<file path="src/rtl/mips_pkg.sv">
// mips_pkg: shared shift-unit op encodings, FSM state type and shift-amount width
package mips_pkg;
    localparam int SHAMT_W = 5;
    localparam logic [2:0] SH_NOP  = 3'b000;
    localparam logic [2:0] SH_LOAD = 3'b001;
    localparam logic [2:0] SH_SLL  = 3'b010;
    localparam logic [2:0] SH_SRL  = 3'b011;
    localparam logic [2:0] SH_SRA  = 3'b100;
    localparam logic [2:0] SH_ROR  = 3'b101;
    typedef enum logic [1:0] {ST_IDLE, ST_SHIFT, ST_DONE} state_t;
endpackage

</file>
<file path="src/rtl/shift_step.sv">
// shift_step: combinational one-bit shift of a value for the given shift op
module shift_step #(
    parameter int WIDTH = 32
) (
    input  logic [2:0]       op,
    input  logic [WIDTH-1:0] d,
    output logic [WIDTH-1:0] q
);
    import mips_pkg::*;
    // single-position shift; non-shift ops pass the value through
    always_comb begin
        q = op == SH_SLL ? {d[WIDTH-2:0], 1'b0} :
            op == SH_SRL ? {1'b0, d[WIDTH-1:1]} :
            op == SH_SRA ? {d[WIDTH-1], d[WIDTH-1:1]} :
            op == SH_ROR ? {d[0], d[WIDTH-1:1]} : d;
    end
endmodule

</file>
<file path="src/rtl/shift_unit_seq.sv">
// shift_unit_seq: iterative MIPS shift unit, one bit per clock; define SHIFT_UNIT_BARREL_EN for single-cycle barrel shifting
module shift_unit_seq #(
    parameter int WIDTH   = 32,
    parameter int SHAMT_W = 5
) (
    input  logic             clk,
    input  logic             reset_n,
    input  logic             start,
    input  logic [2:0]       op,
    input  logic [WIDTH-1:0] data_in,
    input  logic [15:0]      shamt_in,
    output logic [WIDTH-1:0] data_out,
    output logic             busy,
    output logic             done
);
    import mips_pkg::*;
    state_t             state_q, state_d;
    logic [WIDTH-1:0]   data_q, data_d;
    logic               busy_q, busy_d, done_q, done_d;
    logic [SHAMT_W-1:0] sh;
    logic               is_shift;
    logic               unused_shamt;
    assign sh           = shamt_in[SHAMT_W-1:0];
    assign unused_shamt = ^shamt_in[15:SHAMT_W];
    assign is_shift     = op inside {SH_SLL, SH_SRL, SH_SRA, SH_ROR};
`ifdef SHIFT_UNIT_BARREL_EN
    logic [WIDTH-1:0] sra_v, barrel;
    assign sra_v = $signed(data_in) >>> sh;
    // full shift result computed from the live inputs at acceptance
    always_comb begin
        barrel = op == SH_SLL ? data_in << sh :
                 op == SH_SRL ? data_in >> sh :
                 op == SH_SRA ? sra_v :
                 op == SH_ROR ? (data_in >> sh) | (data_in << (WIDTH - int'(sh))) : data_in;
    end
`else
    logic [SHAMT_W-1:0] cnt_q, cnt_d;
    logic [2:0]         op_q, op_d;
    logic [WIDTH-1:0]   step;
    shift_step #(.WIDTH(WIDTH)) u_step (.op(op_q), .d(data_q), .q(step));
`endif
    // next-state, result and status computation; busy/done follow the next state so they are registered
    always_comb begin
        state_d = state_q;
        data_d  = data_q;
`ifndef SHIFT_UNIT_BARREL_EN
        cnt_d   = cnt_q;
        op_d    = op_q;
`endif
        case (state_q)
            ST_IDLE: begin
                if (start && op == SH_LOAD) begin
                    data_d  = data_in;
                    state_d = ST_DONE;
                end else if (start && is_shift) begin
`ifdef SHIFT_UNIT_BARREL_EN
                    data_d  = barrel;
                    state_d = ST_DONE;
`else
                    data_d  = data_in;
                    cnt_d   = sh;
                    op_d    = op;
                    state_d = sh == '0 ? ST_DONE : ST_SHIFT;
`endif
                end
            end
`ifndef SHIFT_UNIT_BARREL_EN
            ST_SHIFT: begin
                data_d  = step;
                cnt_d   = cnt_q - 1'b1;
                state_d = cnt_q == SHAMT_W'(1) ? ST_DONE : ST_SHIFT;
            end
`endif
            default: state_d = ST_IDLE;
        endcase
        busy_d = state_d != ST_IDLE;
        done_d = state_d == ST_DONE;
    end
    // state and result registers; reset abandons any shift in progress
    always_ff @(posedge clk or negedge reset_n) begin
        if (!reset_n) begin
            state_q <= ST_IDLE;
            data_q  <= '0;
            busy_q  <= 1'b0;
            done_q  <= 1'b0;
`ifndef SHIFT_UNIT_BARREL_EN
            cnt_q   <= '0;
            op_q    <= SH_NOP;
`endif
        end else begin
            state_q <= state_d;
            data_q  <= data_d;
            busy_q  <= busy_d;
            done_q  <= done_d;
`ifndef SHIFT_UNIT_BARREL_EN
            cnt_q   <= cnt_d;
            op_q    <= op_d;
`endif
        end
    end
    assign data_out = data_q;
    assign busy     = busy_q;
    assign done     = done_q;
endmodule

</file>
<file path="config.mk">
export PLATFORM = sky130hd
export DESIGN_NAME = shift_unit_seq
export DESIGN_NICKNAME = d
export VERILOG_FILES = /design/src/rtl/mips_pkg.sv /design/src/rtl/shift_step.sv /design/src/rtl/shift_unit_seq.sv
export SDC_FILE = /design/constraint.sdc
export NUM_CORES = 1
export LEC_CHECK = 0
export CAP_MARGIN = 20
export CORE_MARGIN = 2
export CORE_UTILIZATION = 50
export CTS_CLUSTER_DIAMETER = 30
export CTS_CLUSTER_SIZE = 14
export DETAILED_ROUTE_END_ITERATION = 8
export MAX_ROUTING_LAYER = met4
export PLACE_DENSITY = 0.86
export SLEW_MARGIN = 20
export SYNTH_ARGS = -nofsm -noshare
export SYNTH_HDL_FRONTEND = slang
export SYNTH_SLANG_ARGS = --single-unit
export TNS_END_PERCENT = 1
</file>
<file path="constraint.sdc">
create_clock -name clk -period 4.82 [get_ports clk]
set_clock_uncertainty 0.2 [all_clocks]
set_input_delay 0.482 -clock clk [delete_from_list [all_inputs] [get_ports clk]]
set_output_delay 0.482 -clock clk [all_outputs]
set_load 0.02 [all_outputs]
</file>
Word-level counts from Yosys, hierarchy flattened
Cells that the tools add are included.
{ "word_totals": {"reg_bits": 44, "output_inout_bits": 34, "wordCells": 53} }
{ "op_classes": {"addsub": 1, "eq_ne": 18, "n_mux": 15, "n_bitwise": 1, "n_reduce_logical": 11} }
{ "op_table": {"columns": ["cell", "count"], "rows": [
  ["$mux W32", 6],
  ["$pmux W32 S2", 1],
  ["$eq A3 B2 Y1 const B", 4],
  ["$eq A3 B3 Y1 const B", 4],
  ["$mux W5", 2],
  ["$pmux W5 S2", 1],
  ["$reduce_and A3 Y1", 3],
  ["$mux W2", 4],
  ["$eq A5 B1 Y1 const B", 1],
  ["$logic_not A5 Y1", 1],
  ["$ne A5 B1 Y1 const B", 1],
  ["$sub A5 B1 Y5 const B", 1],
  ["$ne A2 B2 Y1 const B", 2],
  ["$ne A4 B1 Y1 const B", 1],
  ["$ne A4 B2 Y1 const B", 1],
  ["$pmux W2 S2", 1],
  ["$reduce_and A4 Y1", 1],
  ["$reduce_bool A2 Y1", 2],
  ["$reduce_bool A4 Y1", 1],
  ["$eq A3 B1 Y1 const B", 1],
  ["$ne A3 B3 Y1 const B", 1],
  ["$eq A2 B1 Y1 const B", 1],
  ["$eq A2 B2 Y1 const B", 1],
  ["$logic_and A1 B1 Y1", 2],
  ["other kinds (2)", 2]
]} }

Longest topological paths before layout
{ "logic_depth": {"word_depth": 7, "mapped_depth": 7, "mapped_depth_nobuf": 6} }

Modules after synthesis
A second synthesis with hierarchy kept.
{ "hier_totals": {"cells_unflattened": 389, "area_unflattened_um2": 3718.6} }
{ "by_module_without_submodules": {"columns": ["module", "instances", "cells_each", "area_each_um2", "seq_area_each_um2"], "rows": [
  ["shift_unit_seq", 1, 179, 2323.5, 1101.1],
  ["shift_step", 1, 210, 1395.1, 0.0]
]} }

Worst setup path after synthesis
Ideal clock, no wire load.
{ "synth_timing": {"path_kind": "input to register", "from": "input port op[2]", "to": "register data_q[0] (netlist: data_out[0])", "setup_time_ns": 0.125, "t_arrival_ns": 1.646, "setup_slack_ns": 2.849, "path_stages": 6, "n_path_buf": 2, "path_cell_list": "buf_6 -> a21bo_1 -> a211oi_2 -> o21ai_2 -> buf_6 -> mux2_4"} }
{ "synth_via": {"elab_chain_cells": 5, "word_cells_on_any_way": 12, "cone_classes": "eq/ne (6); mux (2); reduce/logical (4)"} }
{ "synth_rtl": {"columns": ["element", "line", "text"], "rows": [
  ["start, declared", "shift_unit_seq.sv:9", "input logic [2:0] op,"],
  ["$eq A3 B2 Y1 or $eq A3 B3 Y1 (tied branches)", "shift_unit_seq.sv:25", "assign is_shift = op inside {SH_SLL, SH_SRL, SH_SRA, SH_ROR};"],
  ["$reduce_bool A4 Y1", "shift_unit_seq.sv:25", null],
  ["$logic_and A1 B1 Y1", "shift_unit_seq.sv:55", "end else if (start && is_shift) begin"],
  ["$ne A3 B3 Y1 (no source line)", null, null],
  ["$reduce_and A3 Y1 (no source line)", null, null],
  ["end signal, assigned", "shift_unit_seq.sv:92", "data_q <= data_d;"],
  ["end, declared", "shift_unit_seq.sv:18", "logic [WIDTH-1:0] data_q, data_d;"]
]} }
Parallel ways exist; a longest one is shown, timed or not.
A chain may end at the register's enable or synchronous reset.

Final worst setup path
{ "layout_timing": {"from": "input port op[2]", "to": "register data_q[20] (netlist: data_out[20])"} }
The elaborated chain is that of the path after synthesis.

==> metrics.md <==
| Metric | Value |
|---|---|
| Final setup viols | `0` |
| Hold WS | `-36.8 ps` |
| Max cap viols | `0` |
| Final min period | `2480 ps` |
| Initial Util | `52.8%` |
| Remaining antenna violation count | `0` |
| Final hold vios | `44` |
| Placed cell count | `381` |
| Period utilization | `51.5%` |
| Failing checks | `hold timing` |
| Setup crit start kind | `primary input` |
| Global-route wire length before repair | `10.6 mm` |
| Main synth FF type | `dfrtp_1` |
| Post-CTS Setup Repair Bufs | `0` |
| N_diodes | `0` |
| EDFF count, synth | `0` |
| DR WL/cell | `16.0 um` |
| Clk_lat worst skew | `300 ps` |
| DR vias | `2109` |
| PostCTS Resize Cnt | `0` |
| Number of global-route vias before repair | `2160` |
| Maximum VDD drop | `0.375 mV` |
| Multi-input combinational cell area | `1520 um2` |
| Crit path max fanout | `29` |
| Register Area | `1100 um2` |
| Highest clock rate | `403 MHz` |
| Max_slew headroom | `51.5%` |
| Gr ovfl total | `0` |
| Max Buffers Root-to-Sink | `2` |
| Area post-placement | `3500 um2` |
| Crit end category | `flip-flop` |
| GP Congestion | `0.805` |
| Initial DRC Count | `100` |
| Yosys warning count | `0` |
| Hold_buf cts | `0` |
| Fraction of layout cells with a size suffix above 1 | `16.0%` |
| DRC | `0` |
| Synthesized cell area | `2730 um2` |
| Layout area overhead | `33.1%` |
| Pins Over Slew Limit | `0` |
| Die footprint | `6060 um2` |
| Worst-margin pin slew | `726 ps` |
| Clock-pin slew on the worst setup and hold paths | `80 ps` |
| Num CTS Buffers | `5` |
| Largest net degree at the start of global routing | `68` |
| Most frequent cells in the layout | `clkdlybuf4s50_1, dfrtp_1, nand2_1, mux2i_1, mux2_4` |
| Syn nets | `305` |
| First-pass detailed-route iteration total | `4` |
| Vias/cell | `5.42` |
| Initial antenna violation count | `0` |
| Non-Filler Instances | `389` |
| Status | `finished with violations` |
| GRT Total Usage | `22.6%` |
| Crit path DAT | `2470 ps` |
| H-tree depth | `2` |
| I/O pin count | `88` |
| CP required | `4810 ps` |
| Die X | `77.9 um` |
| Unrepaired setup endpoints after global routing | `no` |
| Die height | `77.9 um` |
| PortBufs | `76` |
| Final WL | `6.23 mm` |
| CTS tree | `built` |
| Setup TNS | `0 ps` |
| Cells after Synth | `249` |
| Cell row count | `26` |
| Worst Setup Path Type | `primary input to flip-flop` |
| Root Driver | `clkbuf_8` |
| Synth top area share | `40.3%` |
| Design Area, Final | `3630 um2` |
| CTS Sinks | `44` |
| Yosys reg bits | `44` |
| Post-synth cell types | `40` |
| P_leak | `1.53 nW` |
| Commonest non-fill, non-tap cell in the layout | `clkdlybuf4s50_1` |
| Largest area contributor in the netlist | `dfrtp_1` |
| FFs w/ async S/R, synth | `100%` |
| DP HPWL | `4.31 mm` |
| Average cell area after synthesis | `11.0 um2` |
| Core Box Area | `5170 um2` |
| Sequential area share after synthesis | `40.3%` |
| Nets | `374` |
| Top cells by area, synth | `dfrtp_1, mux2_4, mux2i_1, nand2_1, o21ai_0` |
| Filler Cells Inserted | `387` |
| Hold Path Class | `primary input to asynchronous set/reset pin` |
| Power density over the cells | `769 nW/um2` |
## power breakdown
part	internal (mW)	switching (mW)	leakage, nW	total [mW]
combinational	0.957	0.762	0.930	1.72
clock	0.183	0.128	0.0645	0.311
sequential	0.555	0.209	0.537	0.764
## final timing paths
check                                         start                       end  slack [ps]  cells past startpoint
hold / removal                              reset_n   data_out[6]$_DFFE_PN0P_         -40                      1
max in group asynchronous                   reset_n  data_out[21]$_DFFE_PN0P_        4070                      1
setup / recovery                              op[2]  data_out[20]$_DFFE_PN0P_        2340                      6
setup reg to reg               state_q[0]$_DFF_PN0_  data_out[17]$_DFFE_PN0P_        2570                      5
hold reg to reg            data_out[19]$_DFFE_PN0P_  data_out[19]$_DFFE_PN0P_         380                      1
min in group clk           data_out[19]$_DFFE_PN0P_  data_out[19]$_DFFE_PN0P_         380                      1
## synthesized netlist by cell type, types with 3 or more instances
cell type   n
a21oi_1     4
buf_2       6
buf_6       4
clkbuf_1    4
dfrtp_1    44
inv_1       6
mux2_2      4
mux2_4     30
mux2i_1    35
nand2_1    36
nand2b_1    3
nor2_1      5
nor2b_1     3
nor3_1      3
o21ai_0    21
o21ai_1    12
## cell families (layout without fill, tap and decap cells)
family	after synthesis	in the layout	share of synthesized area [%]
muxes	69	69	31.0
and+or+nand+nor	60	60	11.4
AOI/OAI and AO/OA	49	49	10.7
DFF	44	44	40.3
buffers and inverters	22	92	4.68
xor gates and xnor gates	3	3	0.963
adders and majority gates	2	2	0.917
## critical path, cell delays in order
cell and delay (ps):
clkdlybuf4s50_1 540, a21bo_1 260, a211oi_2 370, o21ai_4 130, buf_4 320, mux2_4 360
## layer usage
metal | vias up | track usage (%) | routed length (um)
met5 | - | - | 0
met4 | 0 | 7.86 | 89
met3 | 6 | 4.30 | 327
met2 | 64 | 35.7 | 2980
met1 | 1010 | 29.3 | 2830
li1 | 1029 | - | -
## final cells by class
cell class	instances	share of cell area, %
multi-input cells	183	41.9
flip-flops and latches	44	30.3
repair buffers	78	21.3
clock buffers	7	2.65
well taps	70	2.41
clock inverters	1	0.827
inverters	6	0.620
## through the flow
stage | total power [mW] | util [%] | worst slack [ps] | hold WS [ps]
after detailed placement | 2.49 | 67.6 | 2030 | 358
final | 2.79 | 70.2 | 2340 | -36.8
after global placement | 2.43 | 67.6 | 2040 | 356
after CTS | 2.81 | 70.1 | 2300 | 178
after floorplan | 2.02 | - | 2850 | -13.6
after global routing | 2.98 | 70.2 | 2240 | 11.0
## sequential cells by signal (all words and copies together) (netlist names)
name	cells
cnt_q	5
done	1
op_q	3
state_q	2
busy	1
data_out	32
(Power assumes the default switching activity.)
